$ cat src/rtl/lcd_pkg.sv
// Shared constants for the HD44780 character LCD refresh sequencer.
package lcd_pkg;

    localparam logic [7:0] CMD_FUNC    = 8'h38;
    localparam logic [7:0] CMD_DISP_ON = 8'h0C;
    localparam logic [7:0] CMD_ENTRY   = 8'h06;
    localparam logic [7:0] CMD_CLEAR   = 8'h01;
    localparam logic [7:0] CMD_LINE0   = 8'h80;
    localparam logic [7:0] CMD_LINE1   = 8'hC0;
    localparam logic [7:0] CHAR_BLANK  = 8'hFE;

    localparam logic [2:0] ST_PWR  = 3'd0;
    localparam logic [2:0] ST_INIT = 3'd1;
    localparam logic [2:0] ST_IDLE = 3'd2;
    localparam logic [2:0] ST_TOPA = 3'd3;
    localparam logic [2:0] ST_TOPC = 3'd4;
    localparam logic [2:0] ST_BOTA = 3'd5;
    localparam logic [2:0] ST_BOTC = 3'd6;

    localparam int unsigned INIT_N = 5;

    // Power-up command list, in issue order.
    function automatic logic [7:0] init_cmd(input logic [2:0] idx);
        case (idx)
            3'd0, 3'd1: init_cmd = CMD_FUNC;
            3'd2:       init_cmd = CMD_DISP_ON;
            3'd3:       init_cmd = CMD_ENTRY;
            default:    init_cmd = CMD_CLEAR;
        endcase
    endfunction

endpackage

$ cat src/rtl/lcd_byte_writer.sv
// One LCD bus write: setup cycle, enable pulse, then settle wait.
// o_done_c flags the last settle cycle so the next start can follow back-to-back.
module lcd_byte_writer
    import lcd_pkg::*;
#(
    parameter int unsigned T_E   = 12,
    parameter int unsigned T_CMD = 2000,
    parameter int unsigned T_CLR = 82000
) (
    input  logic       clk,
    input  logic       rst_n,
    input  logic       i_start,
    input  logic [7:0] i_byte,
    input  logic       i_rs,
    output logic [7:0] o_data,
    output logic       o_rs,
    output logic       o_e,
    output logic       o_done_c
);

    localparam int unsigned T_W   = (T_CLR > T_CMD) ? T_CLR : T_CMD;
    localparam int unsigned T_MAX = (T_W > T_E) ? T_W : T_E;
    localparam int unsigned CW    = $clog2(T_MAX + 1);

    localparam logic [1:0] PH_IDLE   = 2'd0;
    localparam logic [1:0] PH_SETUP  = 2'd1;
    localparam logic [1:0] PH_E      = 2'd2;
    localparam logic [1:0] PH_SETTLE = 2'd3;

    logic [1:0]    r_phase, w_phase_n;
    logic [CW-1:0] r_cnt, w_cnt_n;
    logic          r_clr, w_clr_n;
    logic [7:0]    r_data, w_data_n;
    logic          r_rs, w_rs_n;
    logic          r_e, w_e_n;
    logic [CW-1:0] w_wait_last;
    logic          w_accept;

    assign w_wait_last = r_clr ? CW'(T_CLR - 1) : CW'(T_CMD - 1);
    assign o_done_c    = (r_phase == PH_SETTLE) && (r_cnt == w_wait_last);
    assign w_accept    = i_start && ((r_phase == PH_IDLE) || o_done_c);

    always_ff @(posedge clk) begin
        if (!rst_n) begin
            r_phase <= PH_IDLE;
            r_cnt   <= '0;
            r_clr   <= 1'b0;
            r_data  <= 8'h00;
            r_rs    <= 1'b0;
            r_e     <= 1'b0;
        end else begin
            r_phase <= w_phase_n;
            r_cnt   <= w_cnt_n;
            r_clr   <= w_clr_n;
            r_data  <= w_data_n;
            r_rs    <= w_rs_n;
            r_e     <= w_e_n;
        end
    end

    always_comb begin
        w_phase_n = r_phase;
        w_cnt_n   = r_cnt;
        w_clr_n   = r_clr;
        w_data_n  = r_data;
        w_rs_n    = r_rs;
        w_e_n     = r_e;
        case (r_phase)
            PH_SETUP: begin
                w_phase_n = PH_E;
                w_e_n     = 1'b1;
                w_cnt_n   = '0;
            end
            PH_E: begin
                if (r_cnt == CW'(T_E - 1)) begin
                    w_phase_n = PH_SETTLE;
                    w_e_n     = 1'b0;
                    w_cnt_n   = '0;
                end else begin
                    w_cnt_n = r_cnt + CW'(1);
                end
            end
            PH_SETTLE: begin
                if (o_done_c) w_phase_n = PH_IDLE;
                else          w_cnt_n   = r_cnt + CW'(1);
            end
            default: ;
        endcase
        // Data and rs are only replaced when a new write is accepted.
        if (w_accept) begin
            w_phase_n = PH_SETUP;
            w_cnt_n   = '0;
            w_data_n  = i_byte;
            w_rs_n    = i_rs;
            w_clr_n   = !i_rs && (i_byte == CMD_CLEAR);
            w_e_n     = 1'b0;
        end
    end

    assign o_data = r_data;
    assign o_rs   = r_rs;
    assign o_e    = r_e;

endmodule

$ cat src/rtl/lcd_refresh_ctrl.sv
// Owns the LCD bus: power-up wait, init list, then full two-line rewrites
// whenever the mode tag or bottom line changes or a refresh is forced.
module lcd_refresh_ctrl
    import lcd_pkg::*;
#(
    parameter int unsigned T_PWR = 750000,
    parameter int unsigned T_E   = 12,
    parameter int unsigned T_CMD = 2000,
    parameter int unsigned T_CLR = 82000,
    parameter int unsigned BOT_N = 16
) (
    input  logic               clk,
    input  logic               rst_n,
    input  logic [23:0]        top_chac,
    input  logic [8*BOT_N-1:0] bot_chac,
    input  logic               force_refresh,
    output logic [7:0]         lcd_data,
    output logic               lcd_rs,
    output logic               lcd_rw,
    output logic               lcd_e,
    output logic               ready,
    output logic               refresh_done
);

    localparam int unsigned WW  = $clog2(((T_PWR > T_CLR) ? T_PWR : T_CLR) + 1);
    localparam int unsigned IW  = ($clog2(BOT_N) < 3) ? 3 : $clog2(BOT_N);
    localparam int unsigned BW  = 8 * BOT_N;
    localparam int unsigned BIW = $clog2(BW);

    logic [2:0]     r_state, w_state_n;
    logic [WW-1:0]  r_wait, w_wait_n;
    logic [IW-1:0]  r_idx, w_idx_n, w_idx_inc;
    logic           r_pending, w_pend_n;
    logic [23:0]    r_top_snap;
    logic [BW-1:0]  r_bot_snap;
    logic           r_ready, r_done, w_done_n;
    logic           w_start_c, w_rs, w_snap, w_after_init, w_diff, w_wr_done;
    logic [7:0]     w_byte, w_top_nx;
    logic [BIW-1:0] w_bot_lsb;

    assign w_idx_inc = r_idx + IW'(1);
    assign w_top_nx  = (w_idx_inc[1:0] == 2'd1) ? r_top_snap[15:8] : r_top_snap[7:0];
    assign w_bot_lsb = BIW'(BW - 8) - BIW'({w_idx_inc, 3'b000});

    always_ff @(posedge clk) begin
        if (!rst_n) begin
            r_state    <= ST_PWR;
            r_wait     <= '0;
            r_idx      <= '0;
            r_pending  <= 1'b1;
            r_top_snap <= {3{CHAR_BLANK}};
            r_bot_snap <= {BOT_N{CHAR_BLANK}};
            r_ready    <= 1'b0;
            r_done     <= 1'b0;
        end else begin
            r_state   <= w_state_n;
            r_wait    <= w_wait_n;
            r_idx     <= w_idx_n;
            r_pending <= w_pend_n;
            r_ready   <= (w_state_n == ST_IDLE) && !w_pend_n;
            r_done    <= w_done_n;
            if (w_snap) begin
                r_top_snap <= top_chac;
                r_bot_snap <= bot_chac;
            end
        end
    end

    // r_idx always names the byte currently in flight within the segment.
    always_comb begin
        w_state_n = r_state;
        w_wait_n  = r_wait;
        w_idx_n   = r_idx;
        w_start_c = 1'b0;
        w_byte    = 8'h00;
        w_rs      = 1'b0;
        w_done_n  = 1'b0;
        w_snap    = 1'b0;
        case (r_state)
            ST_PWR: begin
                if (r_wait == WW'(T_PWR - 1)) begin
                    w_state_n = ST_INIT;
                    w_start_c = 1'b1;
                    w_byte    = init_cmd(3'd0);
                    w_idx_n   = '0;
                end else begin
                    w_wait_n = r_wait + WW'(1);
                end
            end
            ST_INIT: if (w_wr_done) begin
                if (r_idx == IW'(INIT_N - 1)) begin
                    w_state_n = ST_IDLE;
                end else begin
                    w_start_c = 1'b1;
                    w_byte    = init_cmd(w_idx_inc[2:0]);
                    w_idx_n   = w_idx_inc;
                end
            end
            ST_IDLE: if (r_pending) begin
                w_snap    = 1'b1;
                w_state_n = ST_TOPA;
                w_start_c = 1'b1;
                w_byte    = CMD_LINE0;
            end
            ST_TOPA: if (w_wr_done) begin
                w_state_n = ST_TOPC;
                w_start_c = 1'b1;
                w_rs      = 1'b1;
                w_byte    = r_top_snap[23:16];
                w_idx_n   = '0;
            end
            ST_TOPC: if (w_wr_done) begin
                w_start_c = 1'b1;
                if (r_idx == IW'(2)) begin
                    w_state_n = ST_BOTA;
                    w_byte    = CMD_LINE1;
                end else begin
                    w_rs    = 1'b1;
                    w_byte  = w_top_nx;
                    w_idx_n = w_idx_inc;
                end
            end
            ST_BOTA: if (w_wr_done) begin
                w_state_n = ST_BOTC;
                w_start_c = 1'b1;
                w_rs      = 1'b1;
                w_byte    = r_bot_snap[BW-1 -: 8];
                w_idx_n   = '0;
            end
            ST_BOTC: if (w_wr_done) begin
                if (r_idx == IW'(BOT_N - 1)) begin
                    w_state_n = ST_IDLE;
                    w_done_n  = 1'b1;
                end else begin
                    w_start_c = 1'b1;
                    w_rs      = 1'b1;
                    w_byte    = r_bot_snap[w_bot_lsb +: 8];
                    w_idx_n   = w_idx_inc;
                end
            end
            default: w_state_n = ST_PWR;
        endcase

        // Taking the snapshot absorbs any event seen in the same cycle.
        w_after_init = (r_state != ST_PWR) && (r_state != ST_INIT);
        w_diff       = (top_chac != r_top_snap) || (bot_chac != r_bot_snap);
        if (w_snap) w_pend_n = 1'b0;
        else        w_pend_n = r_pending || force_refresh || (w_after_init && w_diff);
    end

    lcd_byte_writer #(
        .T_E   (T_E),
        .T_CMD (T_CMD),
        .T_CLR (T_CLR)
    ) u_writer (
        .clk      (clk),
        .rst_n    (rst_n),
        .i_start  (w_start_c),
        .i_byte   (w_byte),
        .i_rs     (w_rs),
        .o_data   (lcd_data),
        .o_rs     (lcd_rs),
        .o_e      (lcd_e),
        .o_done_c (w_wr_done)
    );

    assign lcd_rw       = 1'b0;
    assign ready        = r_ready;
    assign refresh_done = r_done;

endmodule

$ cat config.mk
export PLATFORM = sky130hd
export DESIGN_NAME = lcd_refresh_ctrl
export DESIGN_NICKNAME = d
export VERILOG_FILES = /design/src/rtl/lcd_pkg.sv /design/src/rtl/lcd_byte_writer.sv /design/src/rtl/lcd_refresh_ctrl.sv
export SDC_FILE = /design/constraint.sdc
export NUM_CORES = 1
export LEC_CHECK = 0
export ABC_CLOCK_PERIOD_IN_PS = 5300
export CORE_MARGIN = 8
export CORE_UTILIZATION = 40
export DETAILED_ROUTE_END_ITERATION = 8
export MAX_ROUTING_LAYER = met4
export PLACE_DENSITY_LB_ADDON = 0.05
export SYNTH_ARGS = -nofsm -noshare
export SYNTH_HDL_FRONTEND = slang
export SYNTH_HIERARCHICAL = 1
export SYNTH_SLANG_ARGS = --single-unit
$ cat constraint.sdc
create_clock -name clk -period 5.3 [get_ports clk]
set_input_delay 1.06 -clock clk [delete_from_list [all_inputs] [get_ports clk]]
set_output_delay 1.06 -clock clk [all_outputs]
set_load 0.03 [all_outputs]
# [Word level (Yosys, flattened, before mapping)]
# Index checks and enable logic that the tools add are counted.
[totals] out_inout_bits=13 input_bits=155 reg_bits=212 elab_cells=147
[op_classes] shifts=1 reduce_logical=31 add_sub_neg=4 n_eq_ne=37 n_mux=57 bitwise=2
[op_table] operator="inequality test 128 bit" n=1
[op_table] operator="indexed part select 128 x 8 -> 8 bit" n=1
[op_table] operator="two-way mux 8 bit" n=8
[op_table] operator="one-hot mux 8 bit (7 select lines)" n=1
[op_table] operator="two-way mux 17 bit" n=3
[op_table] operator="one-hot mux 17 bit (3 select lines)" n=1
[op_table] operator="two-way mux 4 bit" n=8
[op_table] operator="two-way mux 3 bit" n=10
[op_table] operator="inequality test 24 bit" n=1
[op_table] operator="one-hot mux 3 bit (7 select lines)" n=1
[op_table] operator="adder 20 x 1 -> 20 bit (second input constant)" n=1
[op_table] operator="equality test 20 bit (second input constant)" n=1
[op_table] operator="one-hot mux 4 bit (5 select lines)" n=1
[op_table] operator="two-way mux 6 bit" n=3
[op_table] operator="one-hot mux 6 bit (3 select lines)" n=1
[op_table] operator="adder 17 x 1 -> 17 bit (second input constant)" n=1
[op_table] operator="equality test 17 bit" n=1
[op_table] operator="equality test 17 x 4 -> 1 bit (second input constant)" n=1
[op_table] operator="equality test 3 x 2 -> 1 bit (second input constant)" n=5
[op_table] operator="two-way mux 1 bit" n=14
[op_table] operator="inequality test 2 x 1 -> 1 bit (second input constant)" n=6
[op_table] operator="inequality test 2 bit (second input constant)" n=5
[op_table] operator="equality test 3 bit (second input constant)" n=3
[op_table] operator="inequality test 3 x 1 -> 1 bit (second input constant)" n=3
[op_table] operator="other kinds (29)" n=51

# [Depth between registers and ports, before layout]
# Gate-level depths: netlist (run 1).
[depth] depth_word=9 ltp_mapped=15 mapped_depth_nobuf=14

# [Modules after synthesis]
# Netlist (run 1), hierarchy kept.
[by_module_without_submodules] module="lcd_refresh_ctrl" seq_area_each_um2=3643.5 cells_per_inst=1216 area_per_inst_um2=10110.9 instances=1
[by_module_without_submodules] module="lcd_byte_writer" seq_area_each_um2=600.6 cells_per_inst=182 area_per_inst_um2=1577.8 instances=1

# [Worst setup path before layout (run 1)]
# Ideal clock, no wire load.
[synth_path] kind="flip-flop to flip-flop" startpoint="register r_idx[0]" endpoint="register u_writer.r_clr" setup_slack_ps=1788 path_buffers=4 required_time_ps=5228 arrival_ps=3440 synth_period_minus_slack_ps=3512 setup_time_ps=72 path_stages_with_launch=15 cell_sequence="dfxtp_1 > buf_4 > buf_2 > inv_1 > ha_1 > clkbuf_1 > clkbuf_1 > mux4_2 > a211oi_1 > a21oi_1 > a22o_1 > or4_1 > nor3_1 > nand4_1 > mux2i_1"
[synth_between] word_cells_on_any_way=33 cone_classes="add/sub: 2; eq/ne: 8; shift: 1; mux: 17; reduce/logical: 5"
[synth_lines] item="start: declaration" line_no="lcd_refresh_ctrl.sv:32" text="logic [IW-1:0] r_idx, w_idx_n, w_idx_inc;"
[synth_lines] item="start signal: assignment" line_no="lcd_refresh_ctrl.sv:58" text="r_idx <= w_idx_n;"
[synth_lines] item="adder 4 x 1 -> 4 bit" line_no="lcd_refresh_ctrl.sv:41" text="assign w_idx_inc = r_idx + IW'(1);"
[synth_lines] item="subtractor 7 bit or equality test 2 x 1 -> 1 bit (tied branches)" line_no="lcd_refresh_ctrl.sv:43, lcd_refresh_ctrl.sv:42"
[synth_lines] item="indexed part select 128 x 8 -> 8 bit or two-way mux 8 bit (tied branches)" line_no="lcd_refresh_ctrl.sv:137, lcd_refresh_ctrl.sv:42"
[synth_lines] item="two-way mux 8 bit (on tied branches)" line_no="lcd_refresh_ctrl.sv:131, lcd_refresh_ctrl.sv:114"
[synth_lines] item="two-way mux 8 bit (on tied branches)" line_no="lcd_refresh_ctrl.sv:130, lcd_refresh_ctrl.sv:112"
[synth_lines] item="one-hot mux 8 bit (7 select lines) (*)" line_no="lcd_refresh_ctrl.sv:79" text="case (r_state)"
[synth_lines] item="net w_byte[6]" line_no="lcd_refresh_ctrl.sv:38" text="logic [7:0] w_byte, w_top_nx;"
[synth_lines] item="equality test 8 x 1 -> 1 bit (*)" line_no="lcd_byte_writer.sv:95" text="w_clr_n = !i_rs && (i_byte == CMD_CLEAR);"
[synth_lines] item="logical AND 1 bit (*)" line_no="lcd_byte_writer.sv:95"
[synth_lines] item="end signal: assignment" line_no="lcd_byte_writer.sv:54" text="r_clr <= w_clr_n;"
[synth_lines] item="end: declaration" line_no="lcd_byte_writer.sv:32" text="logic r_clr, w_clr_n;"
# Mark *: on every way through the listed nets, which the timed path passes. The rest lies on a longest branch.
# A chain may end at the register's enable or synchronous reset.

# [Worst setup path after layout (run 1)]
[layout_path] startpoint="register r_idx[0]" endpoint="register u_writer.r_clr"
[layout_between] elab_chain_len=9 word_cells_on_any_way=33 cone_classes="add/sub: 2; eq/ne: 8; shift: 1; mux: 17; reduce/logical: 5"
[layout_lines] item="parallel branches: the longest is 6 deep, another holds subtractor 7 bit"
[layout_lines] item="one-hot mux 8 bit (7 select lines) (*)" line_no="lcd_refresh_ctrl.sv:79"
[layout_lines] item="net w_byte[5]" line_no="lcd_refresh_ctrl.sv:38"
[layout_lines] item="equality test 8 x 1 -> 1 bit (*)" line_no="lcd_byte_writer.sv:95"
[layout_lines] item="logical AND 1 bit (*)" line_no="lcd_byte_writer.sv:95"
# Mark *: on every way through the listed nets, which the timed path passes.

==> impl_metrics.ini, run 1 <==
[timing]
tightest_slew_ns = 1.01
clock_skew_ns = 0.00928
finalCriticalPeriod_ns = 3.71
finalSetupTns_ns = 0
drv_slew = 0
slew_headroom = 0.324
finalSetupViolCount = 0
fin_crit_sh = 0.700
whs_ns = 0.457
rsz0062_at_grt = false
finalHoldViolations = 0
fmax_ghz = 0.269

[setup_path]
r2r_start = r_idx[0]
startpoint_type = flop
crit_family = simple AND/OR/NAND/NOR gates
path_class = flop to flop
worstPathArrival_ns = 4.17
cp.required_ns = 5.76
cp_slowest_cell = dfxtp_2
crit_fanout = 23
setup.worst_path.start = r_idx[0]
endpoint_kind = flop
path_buf_inv = 2
cpPeakStageDelay_ns = 0.66
crit_chain = inv_1 -> ha_1 -> buf_4 -> mux4_2 -> nor2b_1 -> a211oi_1 -> a21oi_1 -> a211o_1 -> or4_1 -> nor3_1 -> nand4_1 -> mux2i_1

[power]
p_per_area_nw_per_um2 = 263
fin_total_pwr_w = 0.00380
leakagePower_nw = 5.47
peakVddDrop_mv = 0.204

[route]
antenna_left = 0
vias = 10449
drc = 0
wl_um = 40500
vias_per_cell = 5.44
first_pass_iters = 6
drt_iter0_markers = 942
wl_per_cell_um = 21.1

[place]
placed_cells = 1873
hpwl_um = 30100
numPortBuffers = 166
routabilityCongestion = 0.906

[logic_synthesis]
synth_top_area_share = 0.363
synth_top_flop_cell = dfxtp_1
synth.distinct_cells = 85
ys_seq_elements = 212
yosys-top-cells-area = dfxtp_1, nand2_1, xor2_1
synth_area_um2 = 11700
synth_cells = 1398
syn_avg_cell_area_um2 = 8.36
synth_edf_count = 0
yosys.area.top_type = dfxtp_1
syn_nets = 1561
async_flop_share = 0
ys_warn_count = 6
synth_seq_area_share = 0.363

[cts]
cts_made_buffers = 26
clk_path_buf_depth = 3
cts_resized = 0
clkLatencyLatePin_ns = 0.53
htree_levels = 1
post_cts_buffers = 0
clkTransAtPathRegs_ns = 0.06
clock-sinks = 212
cts_tree = built
root_buffer = clkbuf_16
hold_buffers = 0

[floorplan]
die_h_um = 187
io-pin-count = 168
die_x_um = 187
die-area_um2 = 34900
core_um2 = 28800
row_count = 62
start_util = 0.406

[global_route]
grt_pass1_wl_um = 62800
grt_antenna_before_repair = 0
grt_overflow = 0
grtUsageTotal = 0.232
grt_max_degree = 121
grt_pass1_vias = 10443

[final_layout]
area_growth_syn_to_layout_pct = 23.8
fill_cells = 2766
final_cell_mix = nand2_1, dfxtp_1, clkdlybuf4s50_1
instances_no_fill = 1921
nets = 1680
post-route-util = 0.503
layout_commonest_cell = nand2_1
layout-drive-gt1-share = 0.0859
antenna_cells = 0

[run]
maxCapViolCount = 0

[worst_hold_path]
hold_class = flop to flop
worstHoldStart = u_writer/o_data[5]

[status]
status = finished clean
-- synth_stat cells (all sizes together), types with 8 or more instances --
library cell,number
nand2,346
dfxtp,212
nand3,155
xor2,144
clkbuf,57
nor4,41
nor2,39
o21ai,38
a21boi,36
nand4,35
mux4,32
buf,29
xnor2,27
mux2i,19
a21oi,18
or3,17
nor2b,15
and2,13
inv,12
a211oi,11
nor3,11
and3,10
ha,8
-- layout make-up --
cell class / count / area, µm² / area share
clock buffers: 38 / 797 / 0.0551
clock inverters: 10 / 150 / 0.0104
inverters: 12 / 45.0 / 0.00311
multi-input cells: 1088 / 6990 / 0.483
flip-flops and latches: 212 / 4250 / 0.293
well taps: 384 / 480 / 0.0332
repair buffers: 177 / 1760 / 0.121
-- per-stage QoR --
stage,area (µm²),worst slack (ns)
after global routing,14500,1.30
after CTS,14500,1.59
final,14500,1.59
after global placement,13500,1.65
after detailed placement,13500,1.60
after floorplan,11700,1.79
-- cells by family after synthesis --
| family | Yosys count | share of synthesized area |
|---|---|---|
| AO/OA/AOI/OAI | 147 | 0.0911 |
| flip-flops | 212 | 0.363 |
| AND/OR/NAND/NOR | 709 | 0.290 |
| multiplexers | 52 | 0.0789 |
| buffers and inverters | 98 | 0.0401 |
| adder cells (fa/ha/maj) | 8 | 0.00856 |
| other | 1 | 0.000321 |
| XOR/XNOR | 171 | 0.128 |
-- layer usage --
layer / routed length (µm) / vias to the layer above / global-route usage
met3: 1750 / 60 / 0.0356
met4: 1030 / 0 / 0.0559
met5: 0 / - / -
met2: 19600 / 279 / 0.386
li1: - / 5110 / -
met1: 18100 / 5000 / 0.294
-- sequential cells by signal, indices dropped and copies added (netlist names) --
register / count
r_bot_snap: 128
u_writer/r_phase: 2
refresh_done: 1
r_state: 3
u_writer/o_rs: 1
u_writer/o_e: 1
r_top_snap: 24
u_writer/r_cnt: 17
u_writer/o_data: 8
r_idx: 4
r_pending: 1
ready: 1
u_writer/r_clr: 1
r_wait: 20
-- worst min-delay path: cells and delay by family, from the launching register on --
kind               cells  cell delay, ns
AOI/OAI and AO/OA      1            0.04
DFF                    1            0.31
and+or+nand+nor        1            0.07
-- path summary, 6_finish.rpt --
check	end	slack, ns	cells after the start
worst max-delay path	u_writer/r_clr	1.59	12
worst min-delay path	u_writer/o_data[5]	0.46	2
worst max register to register	u_writer/r_clr	1.59	12
worst min register to register	u_writer/o_data[5]	0.46	2
-- where the power goes --
part           leakage, nW  switching [W]  internal (W)
Sequential            1.71     0.00000179       0.00160
Combinational         3.28       0.000130      0.000137
Clock                0.474       0.000710       0.00123
Note: power is estimated with default switching activity, not from simulation.
==> run 2: changes to the inputs <==
Settings changed: ABC_CLOCK_PERIOD_IN_PS 5300 to 3100.
Clock period 5.3 ns to 3.1 ns, I/O delays scaled along.
==> run 2 against run 1 <==
Effect of this change: via count grew 1.6%; routed wire length grew 2.8%; non-clock buffer count grew 43; utilization grew 1.1 points; combinational power grew 74%; largest cell class unchanged; setup slack lost 1.4 ns.
==> impl_metrics.ini, run 2 (synthesis results as in run 1) <==
[cts]
clock-sinks = 212
root_buffer = clkbuf_16
clkTransAtPathRegs_ns = 0.06
clkLatencyLatePin_ns = 0.54
cts_tree = built
htree_levels = 1
clk_path_buf_depth = 3
cts_made_buffers = 25
hold_buffers = 0

[place]
placed_area_um2 = 13900
routabilityCongestion = 0.936
hpwl_um = 31300
numPortBuffers = 166

[timing]
clock_skew_ns = 0.0198
whs_ns = 0.393
tightest_slew_ns = 0.938
fmax_ghz = 0.338
finalSetupTns_ns = 0
finalSetupViolCount = 0
finalCriticalPeriod_ns = 2.96
rsz0062_at_grt = false
fin_crit_sh = 0.953
finalHoldViolations = 0
drv_slew = 0
slew_headroom = 0.375

[route]
wl_um = 41600
drc = 0
wl_per_cell_um = 21.2
drt_iter0_markers = 869
first_pass_iters = 5
antenna_left = 0
vias = 10613
vias_per_cell = 5.41

[power]
leakagePower_nw = 5.67
p_per_area_nw_per_um2 = 419
fin_total_pwr_w = 0.00620
peakVddDrop_mv = 0.362

[setup_path]
startpoint_type = flop
endpoint_kind = flop
path_class = flop to flop
worst-path-stages = 12
crit_fanout = 10
setup.worst_path.start = r_idx[0]
r2r_start = r_idx[0]
path_buf_inv = 2
worstPathArrival_ns = 3.41
cp.required_ns = 3.56
cp_slowest_cell = or4_1
r2r_cells = 12
cpPeakStageDelay_ns = 0.42
crit_family = simple AND/OR/NAND/NOR gates
crit_chain = inv_2 -> ha_4 -> buf_12 -> mux4_2 -> nor2b_1 -> a211oi_1 -> a21oi_1 -> a221o_1 -> or4_1 -> nor3_2 -> nand4_1 -> mux2i_1

[final_layout]
layout_commonest_cell = nand2_1
final_cell_mix = nand2_1, dfxtp_1, clkdlybuf4s50_1
largest_register = r_bot_snap
nets = 1722
layout-drive-gt1-share = 0.115
post-route-util = 0.514
antenna_cells = 0
reg_top3 = r_bot_snap (128), r_top_snap (24), r_wait (20)
area_growth_syn_to_layout_pct = 26.6
design_area_um2 = 14800
largest_register_ffs = 128

[global_route]
grt_antenna_before_repair = 0
met1_usage = 0.301
grt_max_degree = 153
grt_overflow = 0
grt_pass1_vias = 10395
grtUsageTotal = 0.237
globalRouteMet2Util = 0.393
grt_pass1_wl_um = 63700
grt_use_met3 = 0.0289
busiest_layer = met2

[worst_hold_path]
worstHoldStart = rst_n
hold_class = input pin to flop
hold_path_depth = 3

[floorplan]
row_count = 62
start_util = 0.406
core_um2 = 28800
die_h_um = 187
die-area_um2 = 34900
io-pin-count = 168
die_x_um = 187

[status]
status = finished clean

[run]
maxCapViolCount = 0
[run 2: final timing paths]
check,to,slack [ns]
setup reg to reg,u_writer/r_clr,0.14
setup / recovery,u_writer/r_clr,0.14
hold / removal,u_writer/o_e,0.39
hold reg to reg,u_writer/o_data[4],0.46
[run 2: stage by stage]
| step | setup WS (ns) | instances |
|---|---|---|
| final | 0.145 | 1962 |
| after global routing | 0.00493 | 1962 |
| after CTS | 0.0572 | 1962 |
| after detailed placement | 0.00224 | 1915 |
| after global placement | 0.0322 | 1915 |
| after floorplan | 0.0238 | 1398 |
[run 2: cell type report]
type                       instances  area, µm²
fill                            2732      14000
multi-input combinational       1088       7030
sequential                       212       4250
timing repair buffer             220       2160
clock buffer                      34        719
tap                              384        480
clock inverter                    12        116
inverter                          12       45.0
[run 2: what timing repair did]
item | CTS | global route
setup endpoints to repair | 1 | 1
cloned | 1 | 0
resized for setup | 2 | 8
setup buffers | 0 | 0
pin swaps | 0 | 4
[run 2: worst register-to-register path, stage by stage (launching register included)]
cell	delay, ns
dfxtp_2	0.37
inv_2	0.07
ha_4	0.31
buf_12	0.15
mux4_2	0.31
nor2b_1	0.15
a211oi_1	0.22
a21oi_1	0.12
a221o_1	0.37
or4_1	0.42
nor3_2	0.12
nand4_1	0.10
mux2i_1	0.16
[run 2: layer usage]
layer	routed length, µm	up-vias
li1	-	5195
met1	18300	5062
met2	20300	305
met3	1830	51
met4	1190	0
met5	0	-
[run 2: report_power, final]
part / internal (W) / switching [W]
Combinational: 0.000240 / 0.000225
Clock: 0.00179 / 0.00122
Sequential: 0.00273 / 0.00000312
Total: 0.00476 / 0.00145
==> edit (flow settings as in run 2) <==
One comparison of `r_cnt` changes from == to >=.
--- a/src/rtl/lcd_byte_writer.sv
+++ b/src/rtl/lcd_byte_writer.sv
@@ -73,5 +73,5 @@
             end
             PH_E: begin
-                if (r_cnt == CW'(T_E - 1)) begin
+                if (r_cnt >= CW'(T_E - 1)) begin
                     w_phase_n = PH_SETTLE;
                     w_e_n     = 1'b0;
Behaviour: same outputs for any inputs over 10 cycles, from zero or initial values and one cycle with rst_n low; that may be too few to reach the edited logic, so the function may still have changed.
==> edit against run 2 <==
- final cell count is 1.0% higher
- combinational power up 5.4%
- count of clock-buffer cells in the layout up 7
- non-clock buffer count increased by 27
- area after synthesis about the same
- total power fell by 1.9%
- clock power fell by 5%
- die area about the same
- sequential cell count is the same
- routed wire length increased by 3.0%
- worst setup slack lost 0.025 ns
- first-iteration DRC count rose by 10%
- cell area rose by 0.96%
- critical path type unchanged
- critical endpoint unchanged
==> edit: results (changes against run 2) <==
----------------------------------------------------
[Place]
  # placed instances ... 1926 (+0.57%)
  DP HPWL ... 32500 um (+3.8%)
  Area of placed instances ... 14000 sq um (+1.0%)
  RD Place Congestion ... 0.889 (-5.0%)

[Yosys]
  Cell types with the highest counts after synthesis ... sky130_fd_sc_hd__nand2_1, sky130_fd_sc_hd__dfxtp_1, sky130_fd_sc_hd__nand3_1
  Gate count after technology mapping ... 1390 (-0.57%)
  Top area cells in the synthesized netlist ... sky130_fd_sc_hd__dfxtp_1, sky130_fd_sc_hd__nand2_1, sky130_fd_sc_hd__xnor2_1
  Library cells used by synthesis ... 78 (-8.2%)
  Seq/Total Area, Yosys ... 36.3% (about the same)
  Yosys top cell area share ... 36.3% (about the same)
  Net count after synthesis ... 1553 (-0.51%)

[Finish]
  Clock tree cell share of total cell area ... 5.25% (-0.40 points)
  Final layout net count ... 1743 (+1.2%)
  Buffers excl. clock ... 247 (+12%)
  Final-layout non-clock buffer area share ... 15.7% (+1.1 points)
  Number of fill cells ... 2717 (-0.55%)
  Count of clock-net buffers in the final layout ... 41 (+21%)
  Proportion of cell area occupied by multi-input gates ... 47.1% (-0.47 points)
  Layout cells sized above 1 ... 10.5% (-0.95 points)
  Number of inverters outside the clock class in the layout ... 15 (+3)

[Route]
  Total number of vias ... 10600 (-0.24%)
  First DRT Iteration DRCs ... 958 (+10%)
  Post-detailed-routing wire length ... 42800 um (+3.0%)

[Critical path]
  Worst stage delay on the critical path ... 0.49 ns (+0.07 ns)
  Critical Path Fanout Max ... 7 (-3)

[STA]
  Worst-margin pin slew ... 0.751 ns (-0.187 ns)

[Status]
  Status ... finished, final reports clean

[Power]
  VDD IR max ... 0.000339 V (-6.2%)
  Combinational share of power ... 8.0% (+0.5 points)

[Global routing]
  Global-route total usage across every layer ... 24.1% (+0.46 points)
  Number of global-route vias before repair ... 10400 (-0.39%)
  Number of antenna violations at the first check in global routing ... 1 (+1)

----------------------------------------------------
## edit: cell types whose count changed after synthesis, sizes merged, moves of 11 or more
cell and change:
or3 -12, nor4 -19, a21boi -11, xor2 -90
o21ai -22, xnor2 +98
## edit: through the flow
step | power (mW) | setup slack (ns)
floorplan | 2.93 | 0.0177
CTS | 6.15 | 0.0721
global route | 6.28 | 0.00112
detailed placement | 3.28 | 0.107
global placement | 3.28 | 0.141
finish | 6.08 | 0.120
## edit: layer usage
metal | vias to the layer above | wire length [um] | share of wire (%) | GRT usage (%)
met3 | 66 | 2040 | 4.8 | 3.65
met1 | 5021 | 18900 | 44 | 30.3
met4 | 0 | 1520 | 3.6 | 7.88
li1 | 5195 | - | - | -
met2 | 305 | 20400 | 48 | 39.5
met5 | - | 0 | 0 | -
## edit: cell families after synthesis
| family | after synthesis | synth area share, % |
|---|---|---|
| AOI/OAI and AO/OA | 134 | 8.52 |
| xor gates and xnor gates | 179 | 13.4 |
| adders and majority gates | 8 | 0.856 |
| buffers and inverters | 99 | 4.02 |
| DFF | 212 | 36.3 |
| muxes | 61 | 8.88 |
| other | 1 | 0.0321 |
| and+or+nand+nor | 696 | 28.0 |
## edit: path summary, 6_finish.rpt
kind | from | end | slack [ns] | depth (start not counted)
min | rst_n | u_writer/r_cnt[4]$_SDFFE_PP0P_ | 0.44 | 3
max | r_idx[1]$_SDFFE_PN0P_ | u_writer/r_clr$_SDFFE_PN0P_ | 0.12 | 12
min reg2reg | u_writer/o_rs$_SDFFE_PN0P_ | u_writer/o_rs$_SDFFE_PN0P_ | 0.46 | 2
max reg2reg | r_idx[1]$_SDFFE_PN0P_ | u_writer/r_clr$_SDFFE_PN0P_ | 0.12 | 12
